===== src/rtl/nbody_pkg.sv =====
// Shared types and constants for the N-body step sequencer: FSM state encoding,
// bus opcodes and STATUS word bit positions.
package nbody_pkg;

    typedef enum logic [2:0] {
        IDLE      = 3'd0,
        ACCEL     = 3'd1,
        ACC_DRAIN = 3'd2,
        POS       = 3'd3,
        POS_DRAIN = 3'd4,
        DONE      = 3'd5
    } state_t;

    localparam int OP_CTRL      = 0;
    localparam int OP_NBODIES   = 1;
    localparam int OP_STEPS     = 2;
    localparam int OP_CHAN_BASE = 3;

    localparam int ST_DONE  = 0;
    localparam int ST_BUSY  = 1;
    localparam int ST_STATE = 2;
    localparam int ST_ERR   = 5;
    localparam int ST_STEP  = 30;

endpackage


===== src/rtl/nbody_lat_pipe.sv =====
// Fixed-latency valid+payload shift register; a synchronous clear drops every
// in-flight entry so nothing emerges after an abort.
module nbody_lat_pipe #(
    parameter int WIDTH = 8,
    parameter int DEPTH = 4
) (
    input  logic             clk,
    input  logic             rst,
    input  logic             clear_i,
    input  logic             valid_i,
    input  logic [WIDTH-1:0] data_i,
    output logic             valid_o,
    output logic [WIDTH-1:0] data_o,
    output logic             busy_o
);

    logic [DEPTH-1:0] vld_q;
    logic [WIDTH-1:0] dat_q [DEPTH];

    // Payload is zeroed on invalid entries so data_o reads 0 whenever valid_o is low.
    always_ff @(posedge clk) begin
        if (!rst || clear_i) begin
            vld_q <= '0;
            for (int s = 0; s < DEPTH; s++) dat_q[s] <= '0;
        end else begin
            vld_q[0] <= valid_i;
            dat_q[0] <= valid_i ? data_i : '0;
            for (int s = 1; s < DEPTH; s++) begin
                vld_q[s] <= vld_q[s-1];
                dat_q[s] <= dat_q[s-1];
            end
        end
    end

    assign valid_o = vld_q[DEPTH-1];
    assign data_o  = dat_q[DEPTH-1];
    assign busy_o  = |vld_q;

endmodule


===== src/rtl/nbody_seq.sv =====
// N-body step sequencer: bus register file, go/done handshake, i/j pair issue
// and latency-matched velocity/position write-back strobes.
module nbody_seq
    import nbody_pkg::*;
#(
    parameter int BODIES     = 512,
    parameter int DATA_WIDTH = 64,
    parameter int ADDR_WIDTH = 16,
    parameter int DIMS       = 2,
    parameter int ACC_LAT    = 60,
    parameter int UPD_LAT    = 20,
    parameter int BA         = $clog2(BODIES)
) (
    input  logic                  clk,
    input  logic                  rst,
    input  logic                  chipselect,
    input  logic                  write,
    input  logic                  read,
    input  logic [ADDR_WIDTH-1:0] addr,
    input  logic [DATA_WIDTH-1:0] writedata,
    output logic [DATA_WIDTH-1:0] readdata,
    output logic [BA-1:0]         sw_waddr,
    output logic [DATA_WIDTH-1:0] sw_wdata,
    output logic [2*DIMS:0]       sw_wren,
    output logic                  pair_valid,
    output logic [BA-1:0]         pair_i,
    output logic [BA-1:0]         pair_j,
    output logic                  pair_last,
    output logic                  vel_wren,
    output logic [BA-1:0]         vel_addr,
    output logic                  pos_rd_valid,
    output logic [BA-1:0]         pos_rd_addr,
    output logic                  pos_wren,
    output logic [BA-1:0]         pos_waddr,
    output logic                  busy,
    output logic                  done
);

    localparam int OPW = ADDR_WIDTH - BA;
    localparam int NCH = 2 * DIMS + 1;
    localparam logic [OPW-1:0] OpCtrl    = OPW'(OP_CTRL);
    localparam logic [OPW-1:0] OpNBodies = OPW'(OP_NBODIES);
    localparam logic [OPW-1:0] OpSteps   = OPW'(OP_STEPS);
    localparam logic [OPW-1:0] OpChanLo  = OPW'(OP_CHAN_BASE);
    localparam logic [OPW-1:0] OpChanHi  = OPW'(OP_CHAN_BASE + NCH);

    state_t                  state_q;
    logic [BA:0]             nBodies_q;
    logic [31:0]             steps_q, stepCnt_q;
    logic [BA-1:0]           i_q, j_q, k_q;
    logic                    err_q, done_q;
    logic [DATA_WIDTH-1:0]   readData_q, status;
    logic                    pairValid_q, pairLast_q, posRdValid_q;
    logic [BA-1:0]           pairI_q, pairJ_q, posRdAddr_q;

    logic [OPW-1:0] opcode, chanSel;
    logic           busWr, wrCtrl, abortNow, isBusy, isChan, chanOk, badWr;
    logic           lastJ, lastI, lastK, accBusy, posBusy;
    logic [BA:0]    nMinus1;
    logic [31:0]    stepsEff;

    assign opcode   = addr[ADDR_WIDTH-1:BA];
    assign chanSel  = opcode - OpChanLo;
    assign busWr    = chipselect && write;
    assign wrCtrl   = busWr && (opcode == OpCtrl);
    assign abortNow = wrCtrl && writedata[1];
    assign isBusy   = (state_q != IDLE) && (state_q != DONE);
    assign isChan   = busWr && (opcode >= OpChanLo) && (opcode < OpChanHi);
    assign chanOk   = isChan && !isBusy && rst;
    assign badWr    = busWr && isBusy &&
                      (isChan || opcode == OpNBodies || opcode == OpSteps);

    assign nMinus1  = nBodies_q - 1'b1;
    assign lastJ    = ({1'b0, j_q} == nMinus1);
    assign lastI    = ({1'b0, i_q} == nMinus1);
    assign lastK    = ({1'b0, k_q} == nMinus1);
    assign stepsEff = (steps_q == 32'd0) ? 32'd1 : steps_q;

    // Software RAM writes are a same-cycle pass-through, suppressed while a run owns the RAMs.
    assign sw_wren  = chanOk ? (NCH'(1'b1) << chanSel) : '0;
    assign sw_waddr = chanOk ? addr[BA-1:0] : '0;
    assign sw_wdata = chanOk ? writedata : '0;

    always_comb begin
        status                  = '0;
        status[ST_DONE]         = done_q;
        status[ST_BUSY]         = isBusy;
        status[ST_STATE +: 3]   = state_q;
        status[ST_ERR]          = err_q;
        status[ST_STEP +: 32]   = stepCnt_q;
    end

    always_ff @(posedge clk) begin
        if (!rst) begin
            state_q      <= IDLE;
            nBodies_q    <= '0;
            steps_q      <= '0;
            stepCnt_q    <= '0;
            i_q          <= '0;
            j_q          <= '0;
            k_q          <= '0;
            err_q        <= 1'b0;
            done_q       <= 1'b0;
            readData_q   <= '0;
            pairValid_q  <= 1'b0;
            pairLast_q   <= 1'b0;
            pairI_q      <= '0;
            pairJ_q      <= '0;
            posRdValid_q <= 1'b0;
            posRdAddr_q  <= '0;
        end else begin
            pairValid_q  <= 1'b0;
            pairLast_q   <= 1'b0;
            pairI_q      <= '0;
            pairJ_q      <= '0;
            posRdValid_q <= 1'b0;
            posRdAddr_q  <= '0;

            if (chipselect && read) readData_q <= status;
            if (badWr) err_q <= 1'b1;
            if (wrCtrl && !writedata[0]) err_q <= 1'b0;
            if (busWr && opcode == OpNBodies && !isBusy) nBodies_q <= writedata[BA:0];
            if (busWr && opcode == OpSteps && !isBusy) steps_q <= writedata[31:0];

            if (abortNow) begin
                state_q <= IDLE;
                done_q  <= 1'b0;
            end else begin
                case (state_q)
                    IDLE: if (wrCtrl && writedata[0]) begin
                        if (nBodies_q >= (BA+1)'(2)) begin
                            state_q   <= ACCEL;
                            i_q       <= '0;
                            j_q       <= '0;
                            stepCnt_q <= '0;
                        end else begin
                            done_q  <= 1'b1;
                            err_q   <= 1'b1;
                            state_q <= DONE;
                        end
                    end
                    // The diagonal slot is still walked so pair_last marks the final i.
                    ACCEL: begin
                        pairValid_q <= (i_q != j_q);
                        pairI_q     <= i_q;
                        pairJ_q     <= j_q;
                        pairLast_q  <= lastJ;
                        if (lastJ) begin
                            j_q <= '0;
                            if (lastI) begin
                                i_q     <= '0;
                                state_q <= ACC_DRAIN;
                            end else begin
                                i_q <= i_q + 1'b1;
                            end
                        end else begin
                            j_q <= j_q + 1'b1;
                        end
                    end
                    ACC_DRAIN: if (!pairLast_q && !accBusy) begin
                        state_q <= POS;
                        k_q     <= '0;
                    end
                    POS: begin
                        posRdValid_q <= 1'b1;
                        posRdAddr_q  <= k_q;
                        if (lastK) state_q <= POS_DRAIN;
                        else       k_q     <= k_q + 1'b1;
                    end
                    POS_DRAIN: if (!posRdValid_q && !posBusy) begin
                        stepCnt_q <= stepCnt_q + 32'd1;
                        if (stepCnt_q + 32'd1 == stepsEff) begin
                            done_q  <= 1'b1;
                            state_q <= DONE;
                        end else begin
                            state_q <= ACCEL;
                            i_q     <= '0;
                            j_q     <= '0;
                        end
                    end
                    DONE: if (wrCtrl && !writedata[0]) begin
                        done_q  <= 1'b0;
                        state_q <= IDLE;
                    end
                    default: state_q <= IDLE;
                endcase
            end
        end
    end

    nbody_lat_pipe #(.WIDTH(BA), .DEPTH(ACC_LAT)) accPipe (
        .clk     (clk),
        .rst     (rst),
        .clear_i (abortNow),
        .valid_i (pairLast_q),
        .data_i  (pairI_q),
        .valid_o (vel_wren),
        .data_o  (vel_addr),
        .busy_o  (accBusy)
    );

    nbody_lat_pipe #(.WIDTH(BA), .DEPTH(UPD_LAT)) posPipe (
        .clk     (clk),
        .rst     (rst),
        .clear_i (abortNow),
        .valid_i (posRdValid_q),
        .data_i  (posRdAddr_q),
        .valid_o (pos_wren),
        .data_o  (pos_waddr),
        .busy_o  (posBusy)
    );

    assign readdata     = readData_q;
    assign pair_valid   = pairValid_q;
    assign pair_i       = pairI_q;
    assign pair_j       = pairJ_q;
    assign pair_last    = pairLast_q;
    assign pos_rd_valid = posRdValid_q;
    assign pos_rd_addr  = posRdAddr_q;
    assign busy         = isBusy;
    assign done         = done_q;

endmodule


===== config.mk =====
export PLATFORM = sky130hd
export DESIGN_NAME = nbody_seq
export DESIGN_NICKNAME = d
export VERILOG_FILES = /design/src/rtl/nbody_pkg.sv /design/src/rtl/nbody_lat_pipe.sv /design/src/rtl/nbody_seq.sv
export SDC_FILE = /design/constraint.sdc
export NUM_CORES = 1
export LEC_CHECK = 0
export ABC_AREA = 1
export BUFFER_PORTS_ARGS = -buffer_cell sky130_fd_sc_hd__buf_4
export CORE_MARGIN = 5
export CORE_UTILIZATION = 35
export DETAILED_ROUTE_END_ITERATION = 8
export PLACE_DENSITY_LB_ADDON = 0.2
export REMOVE_ABC_BUFFERS = 1
export SLEW_MARGIN = 20
export SYNTH_ARGS = -nofsm -noshare
export SYNTH_HDL_FRONTEND = slang
export SYNTH_SLANG_ARGS = --single-unit

===== constraint.sdc =====
create_clock -name clk -period 2.6 [get_ports clk]
set_input_delay 0.78 -clock clk [delete_from_list [all_inputs] [get_ports clk]]
set_output_delay 0.78 -clock clk [all_outputs]
set_load 0.01 [all_outputs]

Yosys cells after proc, flatten, opt, wreduce, memory -nomap -nowiden:

Memories as Yosys holds them, arrays and structs flattened.
Cells that the tools add are included.

* bits in registers: 254
* RAM bits: 720
* logic and storage cells: 315
* memories: 2

Memory list
* accPipe.dat_q: depth 60, width 9, read ports 60, clocked after memory_dff 0, write ports 60, line nbody_lat_pipe.sv:18 `logic [WIDTH-1:0] dat_q [DEPTH];`
* posPipe.dat_q: depth 20, width 9, read ports 20, clocked after memory_dff 0, write ports 20, line nbody_lat_pipe.sv:18

* add/sub/neg operators: 6
* $lt $le $gt $ge: 3
* equality and inequality tests: 25
* shifts and indexed selects: 1
* multiplexer cells: 128
* bitwise gates (word level): 84
* reductions and logical operators: 48

Operators with widths (count)
* $mux W9: 92
* $mux W32: 4
* $or A1 B1 Y1: 80
* $mux W64: 1
* $pmux W32 S2: 1
* $reduce_or A60 Y1: 1
* $pmux W9 S3: 2
* $add A32 B1 Y32 const B: 1
* $eq A32 B32 Y1: 1
* $logic_not A32 Y1: 1
* $eq A9 B10 Y1: 3
* $add A9 B1 Y9 const B: 3
* $mux W3: 9
* $ne A2 B2 Y1 const B: 12
* $reduce_or A20 Y1: 1
* $logic_and A1 B1 Y1: 19
* $pmux W3 S6: 1
* $pmux W9 S2: 1
* $mux W1: 15
* $reduce_and A7 Y1: 2
* $reduce_and A6 Y1: 2
* $ge A10 B2 Y1 const B: 1
* $sub A10 B1 Y10 const B: 1
* $ne A9 B9 Y1: 1
* other kinds (23): 40

Longest topological paths before layout:

* depth after elaboration: 12
* gate-level depth with buffers: 20
* depth with buffers taken out: 19

Hierarchy:

From an unflattened synthesis, not the netlist that was laid out.

* cells, all modules: 4216
* area, all modules: 33225.6 um^2

Modules (own cells, without submodules)
* nbody_lat_pipe at accPipe: instances 1, cells an instance 1936, area an instance 17225.3 um^2, sequential area each 12011.5 um^2
* nbody_seq: instances 1, cells an instance 1630, area an instance 10176.0 um^2, sequential area each 3483.3 um^2
* nbody_lat_pipe at posPipe: instances 1, cells an instance 650, area an instance 5824.3 um^2, sequential area each 4003.8 um^2

Worst setup path after synthesis:

No wires, ideal clock.

* path kind: input to output
* start point: in addr[9]
* end point: out sw_wren[4]
* data arrival time: 2.135 ns
* required time: 1.820 ns
* setup slack: -0.315 ns
* cell stages on the path: 7
* buffers on the path: 0
* cells stage by stage: ha_1 nand2_1 nor2_1 nand2_1 a2111oi_0 nand2_1 nor3_1

* word-level cells in the longest chain between the ends: 6
* elaborated cells on any way between the ends: 9
* those cells by class: add/sub (1); order compare (2); shift (1); mux (1); reduce/logical (4)

Ends and longest elaborated chain
* start: declaration: line nbody_seq.sv:19 `input logic [ADDR_WIDTH-1:0] addr,`
* $ge A7 B2 Y1: line nbody_seq.sv:68 `assign isChan = busWr && (opcode >= OpChanLo) && (opcode < OpChanHi);`
* $logic_and A1 B1 Y1 (2 in a row): line nbody_seq.sv:68
* $logic_and A1 B1 Y1 (2 in a row): line nbody_seq.sv:69 `assign chanOk = isChan && !isBusy && rst;`
* $mux W5 (*): line nbody_seq.sv:80 `assign sw_wren = chanOk ? (NCH'(1'b1) << chanSel) : '0;`
* end: declaration: line nbody_seq.sv:24 `output logic [2*DIMS:0] sw_wren,`

Every way passes the cells marked *; elsewhere a longest branch is shown, timed or not.

Final worst setup path:

* start point: in addr[9]
* end point: out sw_wren[2]

The elaborated chain is that of the path after synthesis.

==> qor.yml <==
grt.overflow.total: 0
cts_tree: "yes"
p_leak_nw: 16.82
gp_congestion: 0.8685
drt_first_pass_iters: 5
sw_frac_of_total_pct: 25.56
p_per_area_mw_per_mm2: 855.3
met2WireLength_um: 31280
num_io_pins: 279
routed_via_density: 4.015
p_int_mw: 26.53
cp_max_fo: 3
syn-cell-area_sq_mm: 0.03273
synth_top_area_share_pct: 59.57
cts_buffers: 100
synthArstFlopShare_pct: 0
io_buffers: 252
cp_top_family: "simple AND/OR/NAND/NOR gates"
drv_cap: 0
drive_gt1_share_pct: 16.90
worstPathCellList: "buf_8 -> ha_4 -> nand2_4 -> nor2_4 -> buf_6 -> o2111ai_4 -> nor3_4 -> nand3_2 -> a21oi_2 -> nand2_1 -> nor2_1 -> buf_4"
power_mw: 35.63
die_w_um: 315.8
die-area_sq_mm: 0.09974
wl_met1_um: 33080
finalSetupViolCount: 87
path_buf_inv: 3
yosys.area.top_type: "dfxtp_1"
cts.path.max_buffers: 3
cpPeakStageDelay_ns: 0.23
wirelength_um: 69850
avgSynthCellArea_sq_um: 7.861
core-area_sq_mm: 0.09305
placed_cells: 5700
min_period_ns: 3.005
grt_pass1_wl_um: 111700
end_kind: "primary output"
r2r_cells: 19
synthToLayoutAreaGrowth_pct: 27.27
seqPwrFrac_pct: 44.2
critPathKind: "in -> out"
synth_ff_type: "dfxtp_1"
hold_path_depth: 2
synth-edff-count: 0
antenna_found_initial: 1
wl_per_cell_um: 11.83
grt_pass1_vias: 21901
vias: 23704
finalHoldViolations: 0
combinationalPowerShare_pct: 12.9
cts_sinks: 974
track_usage_pct: 13.69
ys_ff_latch: 974
status: "complete, but fails checks"
drt_iter0_markers: 1331
required_ns: 1.82
ys_warn_count: 0
ys_seq_area_share_pct: 59.57
fin_nets: 4660
peakVddDrop_mv: 0.6053
stdcell_count: 5904
worstHoldPathType: "reg -> reg"
ant_nets: 0
grt_max_degree: 65
multi_input_area_sq_mm: 0.009040
diodes: 0
drcViolationCount: 0
clkPwrFrac_pct: 43.0
top_layer_used: "met4"
dr_wl_met3_um: 3353
worst_skew_pair.late_latency_ns: 0.67
root_buffer: "clkbuf_16"
finalClockSkew_ns: 0.05255
rsz0062_at_grt: "yes"
slew_viol_final: 0
initial_core_util_pct: 35.18
p_sw_mw: 9.106
clkSlewWorstSetupHoldPaths_ns: 0.06
yosys-top-cells-area: "dfxtp_1 60%, inv_1 12%, nor2_1 12%"
core.rowCount: 112
fp.dieH_um: 315.8
worstPathArrival_ns: 2.22
violations: "setup timing"
n_fill_cell: 9353
hpwlAfterDp_um: 47830
startpoint_type: "input port"
period_share_pct: 115.6
fmax_mhz: 332.8
htree_levels: 3
regArea_sq_mm: 0.01952
layout_common_cells: "1,041 x inv_1, 994 x nor2_1, 963 x dfxtp_1"
final_common_cell: "inv_1"
critPathSlowestCell: "nor3_4"
critical_path_cell_count: 12
synth_cell_types: 37
syn_inst: 4164
fin_ws_ns: -0.4048
==> per-layer routing <==
metal,vias up,GRT usage (%)
met5,-,0
met4,0,4.570
met3,123,3.028
met2,347,22.27
met1,10526,18.16
li1,12708,-
==> power by group through the flow <==
| stage | combinational [mW] | clock, mW | sequential [mW] |
|---|---|---|---|
| 2_1_floorplan | 2.34 | 0 | 16.0 |
| 3_3_place_gp | 4.14 | 0 | 16.0 |
| 3_5_place_dp | 4.14 | 0 | 16.0 |
| 4_1_cts | 4.24 | 15.8 | 15.7 |
| 5_1_grt | 5.09 | 16.4 | 15.8 |
| 6_report | 4.59 | 15.3 | 15.7 |
==> flip-flops by register name (all words and copies together), names as in the netlist, 10 cells and up <==
name           flops
accPipe.dat_q    540
accPipe.vld_q     60
nBodies_q         10
posPipe.dat_q    180
posPipe.vld_q     20
readdata          38
stepCnt_q         32
steps_q           32
==> metrics by stage <==
step	area, sq um	hold slack (ns)	utilization (%)	setup WS [ns]	setup TNS [ns]
floorplan	32010	0.3936	-	-14.05	-9803.16
global placement	37200	0.3933	39.98	-0.6856	-372.58
detailed placement	37200	0.3966	39.98	-0.7497	-380.45
CTS	41090	0.3206	44.16	-0.4772	-33.68
global route	41660	0.3550	44.77	-0.5164	-39.36
finish	41660	0.3769	44.77	-0.4048	-27.69
==> synthesized netlist by cell type, types with 4 or more instances <==
cell type / count
inv_1: 1053
dfxtp_1: 974
nand4_1: 46
clkbuf_1: 136
o21ai_0: 111
a21oi_1: 136
xnor2_1: 7
a211oi_1: 9
nor4_1: 10
buf_4: 37
inv_2: 11
nand2_1: 385
nor2_4: 4
xor2_1: 35
ha_1: 10
nor3_1: 22
nor2_2: 18
nor2_1: 1036
nand3_1: 99
==> cell type report <==
type | count | area share, %
clock buffers | 150 | 7.109
clock inverters | 37 | 1.661
inverters | 1065 | 9.608
multi-input cells | 1974 | 21.70
flip-flops and latches | 974 | 46.85
well taps | 1254 | 3.766
repair buffers | 450 | 9.308
==> cell families after synthesis <==
kind of cell	after synthesis	synth area share [%]
compound gates	264	4.178
xor+xnor	44	1.242
fa+ha+maj	10	0.3822
buf+inv	1242	14.72
flops	974	59.57
other cells	1	0.01146
simple gates	1629	19.90
==> worst reg2reg max path, stage by stage, from the launching register on <==
cell	delay [ns]
dfxtp_2	0.36
ha_4	0.16
nand2_4	0.05
nor2_4	0.20
nand2_4	0.11
nor2_4	0.25
nand2_1	0.12
nand3_2	0.08
nand2_2	0.05
inv_2	0.06
nand2_1	0.05
nor2_1	0.10
nand2_1	0.09
nor2_2	0.16
nand3_4	0.18
buf_8	0.21
buf_6	0.12
nand2_2	0.05
nand2_2	0.06
a21oi_2	0.12
==> path summary, 6_finish.rpt <==
path / slack (ns) / startpoint / end
setup / recovery: -0.40 / addr[9] / sw_wren[2]
hold / removal: 0.38 / accPipe.dat_q[4][2]$_SDFF_PP0_ / accPipe.dat_q[5][2]$_SDFF_PP0_
setup reg to reg: -0.04 / stepCnt_q[1]$_SDFFE_PN0P_ / done$_SDFFE_PP0P_
hold reg to reg: 0.38 / accPipe.dat_q[4][2]$_SDFF_PP0_ / accPipe.dat_q[5][2]$_SDFF_PP0_
==> repair_timing <==
action / 4_1_cts / 5_1_grt
pin swaps: 14 / 52
setup endpoints to repair: 99 / 110
hold buffers: 0 / 0
gates resized for setup: 47 / 139
hold endpoints to repair: 0 / 0
cloned: 1 / 4
buffers inserted: 3 / 9
Note: power is estimated with default switching activity, not from simulation.
